===== src/rtl/uart_tx_arb_pkg.sv =====
// uart_tx_arb_pkg: shared state encoding and one-hot helper for the UART TX arbiter.
package uart_tx_arb_pkg;
    localparam int STATE_SIZE = 2;
    localparam logic [STATE_SIZE-1:0] IDLE = 2'd0;
    localparam logic [STATE_SIZE-1:0] LOCKED = 2'd1;
    localparam logic [STATE_SIZE-1:0] HOLDOFF = 2'd2;
    typedef enum logic [STATE_SIZE-1:0] {
        ST_IDLE = IDLE,
        ST_LOCKED = LOCKED,
        ST_HOLDOFF = HOLDOFF
    } state_t;
    function automatic logic [2:0] oh2idx(input logic [7:0] oh);
        oh2idx = '0;
        for (int i = 0; i < 8; i++) if (oh[i]) oh2idx = 3'(i);
    endfunction
endpackage


===== src/rtl/uart_tx_arbiter_if.sv =====
// uart_tx_arbiter_if: requester side and UART side signals of the TX arbiter.
interface uart_tx_arbiter_if #(
    parameter int NUM_REQ = 2,
    parameter int DATA_WIDTH = 8
);
    logic [NUM_REQ-1:0] req;
    logic [NUM_REQ*DATA_WIDTH-1:0] req_data;
    logic [NUM_REQ-1:0] req_last;
    logic [NUM_REQ-1:0] req_ack;
    logic [NUM_REQ-1:0] grant;
    logic busy;
    logic new_data_tx;
    logic [DATA_WIDTH-1:0] data_tx;
    modport master (
        input req, req_data, req_last, busy,
        output req_ack, grant, new_data_tx, data_tx
    );
    modport slave (
        output req, req_data, req_last, busy,
        input req_ack, grant, new_data_tx, data_tx
    );
endinterface


===== src/rtl/uart_tx_arbiter_rr_pick.sv =====
// rr_pick: combinational winner search after ptr; UART_TX_ARB_FIXED_PRIO_EN picks lowest index instead.
module rr_pick
    import uart_tx_arb_pkg::*;
#(
    parameter int NUM_REQ = 2,
    parameter int PW = NUM_REQ > 1 ? $clog2(NUM_REQ) : 1
) (
    input logic [NUM_REQ-1:0] req,
    input logic [PW-1:0] ptr,
    output logic [NUM_REQ-1:0] win,
    output logic [PW-1:0] idx
);
`ifdef UART_TX_ARB_FIXED_PRIO_EN
    logic unused_ptr;
    assign unused_ptr = ^ptr;
    always_comb begin
        win = '0;
        for (int k = NUM_REQ - 1; k >= 0; k--) if (req[k]) win = NUM_REQ'(1) << k;
    end
`else
    // Scan farthest-first so the nearest set bit after ptr overwrites the rest
    always_comb begin
        win = '0;
        for (int k = NUM_REQ; k >= 1; k--)
            if (req[(int'(ptr) + k) % NUM_REQ]) win = NUM_REQ'(1) << ((int'(ptr) + k) % NUM_REQ);
    end
`endif
    assign idx = PW'(oh2idx(8'(win)));
endmodule


===== src/rtl/uart_tx_arbiter.sv =====
// uart_tx_arbiter: packet-locked round-robin sharing of one UART TX among NUM_REQ producers.
// Define UART_TX_ARB_FIXED_PRIO_EN for lowest-index-wins arbitration.
module uart_tx_arbiter
    import uart_tx_arb_pkg::*;
#(
    parameter int NUM_REQ = 2,
    parameter int DATA_WIDTH = 8,
    parameter int MAX_BURST = 32
) (
    input logic clk,
    input logic rst,
    uart_tx_arbiter_if.master bus
);
    localparam int PW = NUM_REQ > 1 ? $clog2(NUM_REQ) : 1;
    localparam int CW = $clog2(MAX_BURST + 1);
    state_t state, state_n;
    logic [NUM_REQ-1:0] win, grant_n, ack_n;
    logic [PW-1:0] rr_ptr, ptr_n, win_idx, own, own_n;
    logic [CW-1:0] burst_cnt, cnt_n;
    logic [DATA_WIDTH-1:0] data_n;
    logic strobe_n, rel, rel_n;

    rr_pick #(.NUM_REQ(NUM_REQ), .PW(PW)) u_pick (
        .req(bus.req),
        .ptr(rr_ptr),
        .win(win),
        .idx(win_idx)
    );

    always_comb begin
        state_n = state;
        grant_n = bus.grant;
        ack_n = '0;
        strobe_n = 1'b0;
        data_n = bus.data_tx;
        cnt_n = burst_cnt;
        ptr_n = rr_ptr;
        own_n = own;
        rel_n = rel;
        case (state)
            ST_IDLE: if (|bus.req) begin
                grant_n = win;
                own_n = win_idx;
                cnt_n = '0;
                state_n = ST_LOCKED;
            end
            ST_LOCKED: if (!bus.req[own]) begin
                grant_n = '0;
                ptr_n = own;
                state_n = ST_IDLE;
            end else if (!bus.busy) begin
                strobe_n = 1'b1;
                data_n = bus.req_data[own*DATA_WIDTH +: DATA_WIDTH];
                ack_n = bus.grant;
                cnt_n = burst_cnt + 1'b1;
                rel_n = bus.req_last[own] || burst_cnt == CW'(MAX_BURST - 1);
                state_n = ST_HOLDOFF;
            end
            ST_HOLDOFF: begin
                grant_n = rel ? '0 : bus.grant;
                ptr_n = rel ? own : rr_ptr;
                state_n = rel ? ST_IDLE : ST_LOCKED;
            end
            default: state_n = ST_IDLE;
        endcase
    end

    always_ff @(posedge clk or negedge rst)
        if (!rst) begin
            state <= ST_IDLE;
            bus.grant <= '0;
            bus.req_ack <= '0;
            bus.new_data_tx <= 1'b0;
            bus.data_tx <= '0;
            burst_cnt <= '0;
            rr_ptr <= PW'(NUM_REQ - 1);
            own <= '0;
            rel <= 1'b0;
        end else begin
            state <= state_n;
            bus.grant <= grant_n;
            bus.req_ack <= ack_n;
            bus.new_data_tx <= strobe_n;
            bus.data_tx <= data_n;
            burst_cnt <= cnt_n;
            rr_ptr <= ptr_n;
            own <= own_n;
            rel <= rel_n;
        end
endmodule


===== src/flat_wrapper.sv =====
// flat-port wrapper written by rule: the top's interface ports become plain ports
module uart_tx_arbiter_flat import uart_tx_arb_pkg::*;
#(
    parameter int NUM_REQ = 2,
    parameter int DATA_WIDTH = 8,
    parameter int MAX_BURST = 32
)
  (clk, rst, bus_req, bus_req_data, bus_req_last, bus_busy, bus_req_ack, bus_grant, bus_new_data_tx, bus_data_tx);
  uart_tx_arbiter_if #(.NUM_REQ(NUM_REQ), .DATA_WIDTH(DATA_WIDTH)) bus_i ();
  input logic clk;
  input logic rst;
  input wire logic [$bits(bus_i.req)-1:0] bus_req;
  input wire logic [$bits(bus_i.req_data)-1:0] bus_req_data;
  input wire logic [$bits(bus_i.req_last)-1:0] bus_req_last;
  input wire logic [$bits(bus_i.busy)-1:0] bus_busy;
  output wire logic [$bits(bus_i.req_ack)-1:0] bus_req_ack;
  output wire logic [$bits(bus_i.grant)-1:0] bus_grant;
  output wire logic [$bits(bus_i.new_data_tx)-1:0] bus_new_data_tx;
  output wire logic [$bits(bus_i.data_tx)-1:0] bus_data_tx;
  assign bus_i.req = bus_req;
  assign bus_i.req_data = bus_req_data;
  assign bus_i.req_last = bus_req_last;
  assign bus_i.busy = bus_busy;
  assign bus_req_ack = bus_i.req_ack;
  assign bus_grant = bus_i.grant;
  assign bus_new_data_tx = bus_i.new_data_tx;
  assign bus_data_tx = bus_i.data_tx;
  uart_tx_arbiter #(.NUM_REQ(NUM_REQ), .DATA_WIDTH(DATA_WIDTH), .MAX_BURST(MAX_BURST)) u_core (.clk(clk), .rst(rst), .bus(bus_i));
endmodule

===== config.mk =====
export PLATFORM = sky130hd
export DESIGN_NAME = uart_tx_arbiter_flat
export DESIGN_NICKNAME = d
export VERILOG_FILES = /design/src/rtl/uart_tx_arb_pkg.sv /design/src/rtl/uart_tx_arbiter_if.sv /design/src/rtl/uart_tx_arbiter_rr_pick.sv /design/src/rtl/uart_tx_arbiter.sv /design/src/flat_wrapper.sv
export SDC_FILE = /design/constraint.sdc
export NUM_CORES = 1
export LEC_CHECK = 0
export CAP_MARGIN = 40
export CORE_MARGIN = 4
export CORE_UTILIZATION = 58
export CTS_BUF_LIST = sky130_fd_sc_hd__clkbuf_8
export DETAILED_ROUTE_END_ITERATION = 8
export DONT_BUFFER_PORTS = 1
export HOLD_SLACK_MARGIN = 0.12
export PLACE_DENSITY = 0.73
export SYNTH_ARGS = -nofsm -noshare
export SYNTH_HDL_FRONTEND = slang
export SYNTH_SLANG_ARGS = --single-unit
export TNS_END_PERCENT = 30

===== constraint.sdc =====
create_clock -name clk -period 1.7 [get_ports clk]
set_input_delay 0.34 -clock clk [delete_from_list [all_inputs] [get_ports clk]]
set_output_delay 0.34 -clock clk [all_outputs]
set_load 0.03 [all_outputs]

==> results.md, run 1 <==
- Setup crit start kind: register
- Cells after synthesis: 112
- Synth async-reset ratio: 1.00
- Required @ worst endpoint: 1.84 ns
- Post-route ant nets: 0
- RSZ-0062 raised after global routing: false
- Area Growth Syn to Fin: 10.7%
- Postcts setup bufs: 0
- Clock Tree Buf Depth: 2
- Slowest CP cell: dfrtp_1
- Crit path max-delay family: flip-flops
- Post-Syn Area: 1180 um^2
- Die Ht: 53.1 um
- Hold Crit Class: input pin to register
- Pwr dens: 1750 nW/um^2
- Drt wl/cell: 15.4 um
- Placed instance area: 1230 um^2
- Die W: 53.1 um
- Yosys reg bits: 24
- Status: finished clean
- GRT overflow: 0
- Synthesized net count: 140
- Main synth FF type: dfrtp_1
- Worst Setup End Kind: register
- # nets final: 148
- Pin count of the biggest net entering global routing: 25
- Synth cell types: 31
- FP Rows: 16
- Later-pin clock latency in the skew report: 0.26 ns
- Count of pins over their slew limit: 0
- Root buf cell: clkbuf_8
- Hold slack: 0.260 ns
- Relative slew slack: 0.635
- Crit-path max FO: 4
- First-pass GRT wire length: 3.53 mm
- Gr usage total: 0.170
- Syn_area_per_cell: 10.5 um^2
- Slowest stage delay, CP: 0.40 ns
- Detail-routed via count per cell: 5.50
- CP Depth: 6
- Critical Path AT: 1.71 ns
- Final min period: 1.57 ns
- Hold Violations, Final: 0
- Final wirelength: 2.24 mm
- Antenna fix cells: 0
- Placer's final routability congestion estimate: 0.888
- Top cells by area, synth: dfrtp_1 (49%), mux2i_1 (8.5%), nand2_1 (5.7%)
- Post-synth top area cell: dfrtp_1
- # H-tree levels: 1
- Cell-by-cell trace of the critical path: inv_1, ha_1, nor2b_1, a211oi_1, nand2_1, mux2_1
- Initial Util: 0.608
- Final cell count without fillers: 146
- CTS tree: done
- Final Setup Violations: 0
- HPWL after DPL: 1.74 mm
- Most numerous cell in the Yosys netlist: dfrtp_1
- Total Die Area: 2820 um^2
- Boundary pin count: 36
- Fmax: 0.636 GHz
- Period utilization: 0.925
- Worst R2R Path Depth: 6
- Area share of the largest cell type after synthesis: 0.488
- Clock sinks: 24
- Share of post-route cells with drive strength above 1: 0.109
- Kind of critical path: register to register
- Number of synthesized flops with an enable pin: 0
- Max Clock Skew: 0.00334 ns
- Clock-pin slew on the worst setup and hold paths: 0.08 ns
- Crit path buf inv count: 1
- Vias: 803
- Violation count after the first detailed-route iteration: 22
- Initial antenna violation count: 0
- DRC Markers: 0
- Worst slew pin tran: 0.546 ns
- Setup tns final: 0 ns
- Commonest cells post-synth: dfrtp_1 (23), nand2_1 (18), mux2i_1 (10), o21ai_1 (9), nor2_1 (8)
- Core Area: 1940 um^2
- Final Cell Area: 1310 um^2
- Worst hold stages: 2
- Vias in the first global route: 825
- Max cap viols: 0
- Number of fillers in the final layout: 161
- CTS Buf Count: 3
- Sequential share of the synthesized area: 0.510
- Leak pwr: 0.000640 uW
- Yosys warning count: 0
- DP Cell Count: 140
- PortBufs: 0
- Peak supply drop: 0.00105 V
- Drt first pass iters: 4
-- final cells by class --
class,instances,area (um^2),area share
multi-input combinational,81,546,0.418
tap,27,33.8,0.0259
sequential,24,602,0.461
timing repair buffer,6,55.1,0.0421
clock buffer,4,55.1,0.0421
inverter,4,15.0,0.0115
-- power by group --
group | leakage (uW) | switching (uW) | total [uW] | internal, uW
Sequential | 0.000309 | 365 | 1140 | 771
Clock | 0.0000288 | 169 | 375 | 206
Combinational | 0.000302 | 418 | 775 | 357
-- layer usage --
layer | global-route usage | part of all wire | vias up
li1 | - | - | 402
met1 | 0.214 | 0.42 | 379
met2 | 0.279 | 0.52 | 22
met3 | 0.0394 | 0.053 | 0
met4 | 0.0681 | 0 | 0
met5 | 0 | 0 | -
-- worst register-to-register path: cells and delay by family (launching register included) --
kind,cells,cell delay [ns]
multiplexers,1,0.31
AO/OA/AOI/OAI,1,0.21
AND/OR/NAND/NOR,2,0.26
adder cells (fa/ha/maj),1,0.20
buffers and inverters,1,0.08
flip-flops,1,0.40
-- path summary, 6_finish.rpt --
| path | to | from | slack (ns) |
|---|---|---|---|
| hold / removal | u_core.bus.data_tx[6] | bus_req_data[6] | 0.26 |
| min in group asynchronous | u_core.burst_cnt[1] | rst | 0.50 |
| setup / recovery | u_core.bus.grant[1] | u_core.state[0] | 0.13 |
| hold reg to reg | u_core.burst_cnt[5] | u_core.burst_cnt[5] | 0.48 |
| setup reg to reg | u_core.bus.grant[1] | u_core.state[0] | 0.13 |
| max in group asynchronous | u_core.rr_ptr | rst | 0.64 |
-- per-stage QoR --
stage	total power [uW]	setup slack [ns]	utilization
floorplan	1720	0.240	-
global placement	1870	0.200	0.631
detailed placement	1920	0.129	0.631
CTS	2300	0.107	0.665
global route	2450	0.0272	0.673
finish	2290	0.128	0.673
-- cells in the final DEF (no fill, tap or decap), drive strengths merged --
cell,netlist,layout
nand2,18,18
and3,1,1
nor2,8,8
nor2b,3,3
o31ai,1,1
buf,3,5
nand3b,2,2
a32o,2,2
inv,4,4
a211oi,1,1
ha,5,5
nor3b,2,2
o22a,2,2
clkbuf,0,4
nand3,1,1
and2,3,3
a31oi,1,1
dfstp,1,1
dlygate4sd3,0,1
nand4,1,1
a21oi,1,1
nand2b,1,1
mux2i,10,10
a22o,1,1
a2111oi,1,1
o21ai,12,12
dfrtp,23,23
mux2,4,4
-- registers in the layout, summed over array words and instances, names as in the netlist --
name,flops
u_core.bus.data_tx,8
u_core.burst_cnt,6
u_core.bus.grant,2
u_core.bus.req_ack,2
u_core.state,2
u_core.bus.new_data_tx,1
u_core.own,1
u_core.rel,1
u_core.rr_ptr,1
-- logic make-up (layout without fill, tap and decap cells) --
logic type	count (synthesis)	after routing	synth area share
muxes	14	14	0.126
and+or+nand+nor	40	40	0.163
adders and majority gates	5	5	0.0530
buffers and inverters	7	14	0.0276
DFF	24	24	0.510
AOI/OAI and AO/OA	22	22	0.120
-- timing repair --
action / 4_1_cts / 5_1_grt
setup endpoints to repair: 0 / 0
hold buffers: 1 / 0
hold endpoints to repair: 24 / 0
resized for setup: 0 / 0
No activity file was read; power rests on OpenSTA's default activity.
==> inputs of run 2 (changes only) <==
Settings changed: CAP_MARGIN 40 to not set.
==> results.md, run 2 (synthesized netlist as in run 1, its figures left out) <==
- Top flop regs: u_core.bus.data_tx x8, u_core.burst_cnt x6
- Drt first pass iters: 4
- Pwr dens: 1770 nW/um^2
- PortBufs: 0
- Pin count of the biggest net entering global routing: 25
- M3 GR Usage: 0.0394
- Status: finished clean
- CP Depth: 6
- Worst Setup End Kind: register
- Worst hold stages: 2
- Clock-pin slew on the worst setup and hold paths: 0.08 ns
- Drt wl/cell: 15.3 um
- R2R setup slack: 0.13 ns
- Placer's final routability congestion estimate: 0.888
- Worst R2R Path Depth: 6
- Crit path max-delay family: flip-flops
- Number of fillers in the final layout: 163
- Clock sinks: 24
- Setup crit start kind: register
- Final wirelength: 2.22 mm
- Max Clock Skew: 0.00313 ns
- Total Power: 2280 uW
- Multi-input gate area: 546 um^2
- Vias in the first global route: 825
- Period utilization: 0.925
- Core Area: 1940 um^2
- Later-pin clock latency in the skew report: 0.26 ns
- Required @ worst endpoint: 1.84 ns
- HPWL after DPL: 1.74 mm
- Peak supply drop: 0.00105 V
- First-pass GRT wire length: 3.53 mm
- Count of pins over their slew limit: 0
- CTS Buf Count: 3
- Root buf cell: clkbuf_8
- Hold Crit Class: input pin to register
- Initial Util: 0.608
- # H-tree levels: 1
- Final min period: 1.57 ns
- Total Die Area: 2820 um^2
- Slowest stage delay, CP: 0.40 ns
- Antenna fix cells: 0
- GRT overflow: 0
- Worst slew pin tran: 1.03 ns
- HP Start: bus_req_data[6]
- Worst r2r src: u_core.state[0]
- Boundary pin count: 36
- Critical Path AT: 1.71 ns
- Die Ht: 53.1 um
- Register area: 602 um^2
- Max reg flops: 8
- Detail-routed via count per cell: 5.52
- Kind of critical path: register to register
- Fmax: 0.636 GHz
- Area Growth Syn to Fin: 9.44%
- Slowest CP cell: dfrtp_1
- DRC Markers: 0
- Crit path buf inv count: 1
- Postcts setup bufs: 0
- WHS Endpoint: u_core.bus.data_tx[6]
- Post-route ant nets: 0
- RSZ-0062 raised after global routing: false
- Vias: 801
- Initial antenna violation count: 0
- Quantity of gates resized following cts: 0
- GR peak layer: met2
- Most common cell after layout, fill and taps aside: dfrtp_1
- Leak pwr: 0.000632 uW
- Max cap viols: 0
- Met1 GRT Util: 0.214
- Gr usage total: 0.170
- Met2 Usage GRT: 0.279
- Worst setup margin: 0.127 ns
- Violation count after the first detailed-route iteration: 21
- Die W: 53.1 um
- Most frequent cells in the layout: dfrtp_1 (23), nand2_1 (18), mux2i_1 (10)
- Relative slew slack: 0.312
- Reg2reg end: u_core.bus.grant[1]
- Place WS: 0.129 ns
- Setup tns final: 0 ns
- CTS tree: done
- Crit-path max FO: 4
- Hold Violations, Final: 0
- # nets final: 147
- Clock Tree Buf Depth: 2
- Cell-by-cell trace of the critical path: inv_1, ha_1, nor2b_1, a211oi_1, nand2_1, mux2_1
- FP Rows: 16
- Share of post-route cells with drive strength above 1: 0.102
- Hold Buf Count CTS: 1
- Final Setup Violations: 0
- Largest Register: u_core.bus.data_tx
==> run 2: changes by cell type in the layout (fill, tap and decap cells not counted) <==
cell / before / now
buf_8: 1 / 0
==> run 2: stage by stage <==
step / cell area, um^2 / hold slack [ns] / util / instances
final: 1290 / 0.261 / 0.665 / 145
after global routing: 1290 / 0.267 / 0.665 / 145
after CTS: 1290 / 0.260 / 0.665 / 145
after detailed placement: 1230 / 0.0450 / 0.631 / 140
after global placement: 1230 / 0.0449 / 0.631 / 140
after floorplan: 1180 / 0.0444 / - / 112
==> run 2: how the worst max path moves through the flow <==
stage	from	endpoint	slack [ns]
floorplan	u_core.state[0]	u_core.bus.grant[0]	0.24
global placement	u_core.state[0]	u_core.bus.grant[0]	0.20
detailed placement	u_core.state[0]	u_core.bus.grant[0]	0.13
CTS	u_core.state[0]	u_core.bus.grant[1]	0.11
global route	u_core.state[0]	u_core.bus.grant[1]	0.03
finish	u_core.state[0]	u_core.bus.grant[1]	0.13
==> run 2: where the power goes <==
group / leakage (uW) / switching (uW) / internal, uW
clock: 0.0000288 / 169 / 206
sequential: 0.000309 / 365 / 771
combinational: 0.000295 / 416 / 354
==> run 2: routing by layer <==
layer / part of all wire / wire length (um) / up-vias
met3: 0.053 / 118 / 0
met1: 0.43 / 964 / 379
li1: - / - / 400
met4: 0 / 0 / 0
met2: 0.51 / 1140 / 22
met5: 0 / 0 / -
==> run 2: cell type report <==
class / count / area share
multi-input combinational: 81 / 0.422
sequential: 24 / 0.466
clock buffer: 4 / 0.0426
tap: 27 / 0.0262
timing repair buffer: 5 / 0.0310
inverter: 4 / 0.0116
==> run 2: worst reg2reg max path, stage by stage (launching register included) <==
cell and delay [ns]:
dfrtp_1 0.40, inv_1 0.08, ha_1 0.20, nor2b_1 0.15, a211oi_1 0.21, nand2_1 0.11, mux2_1 0.31
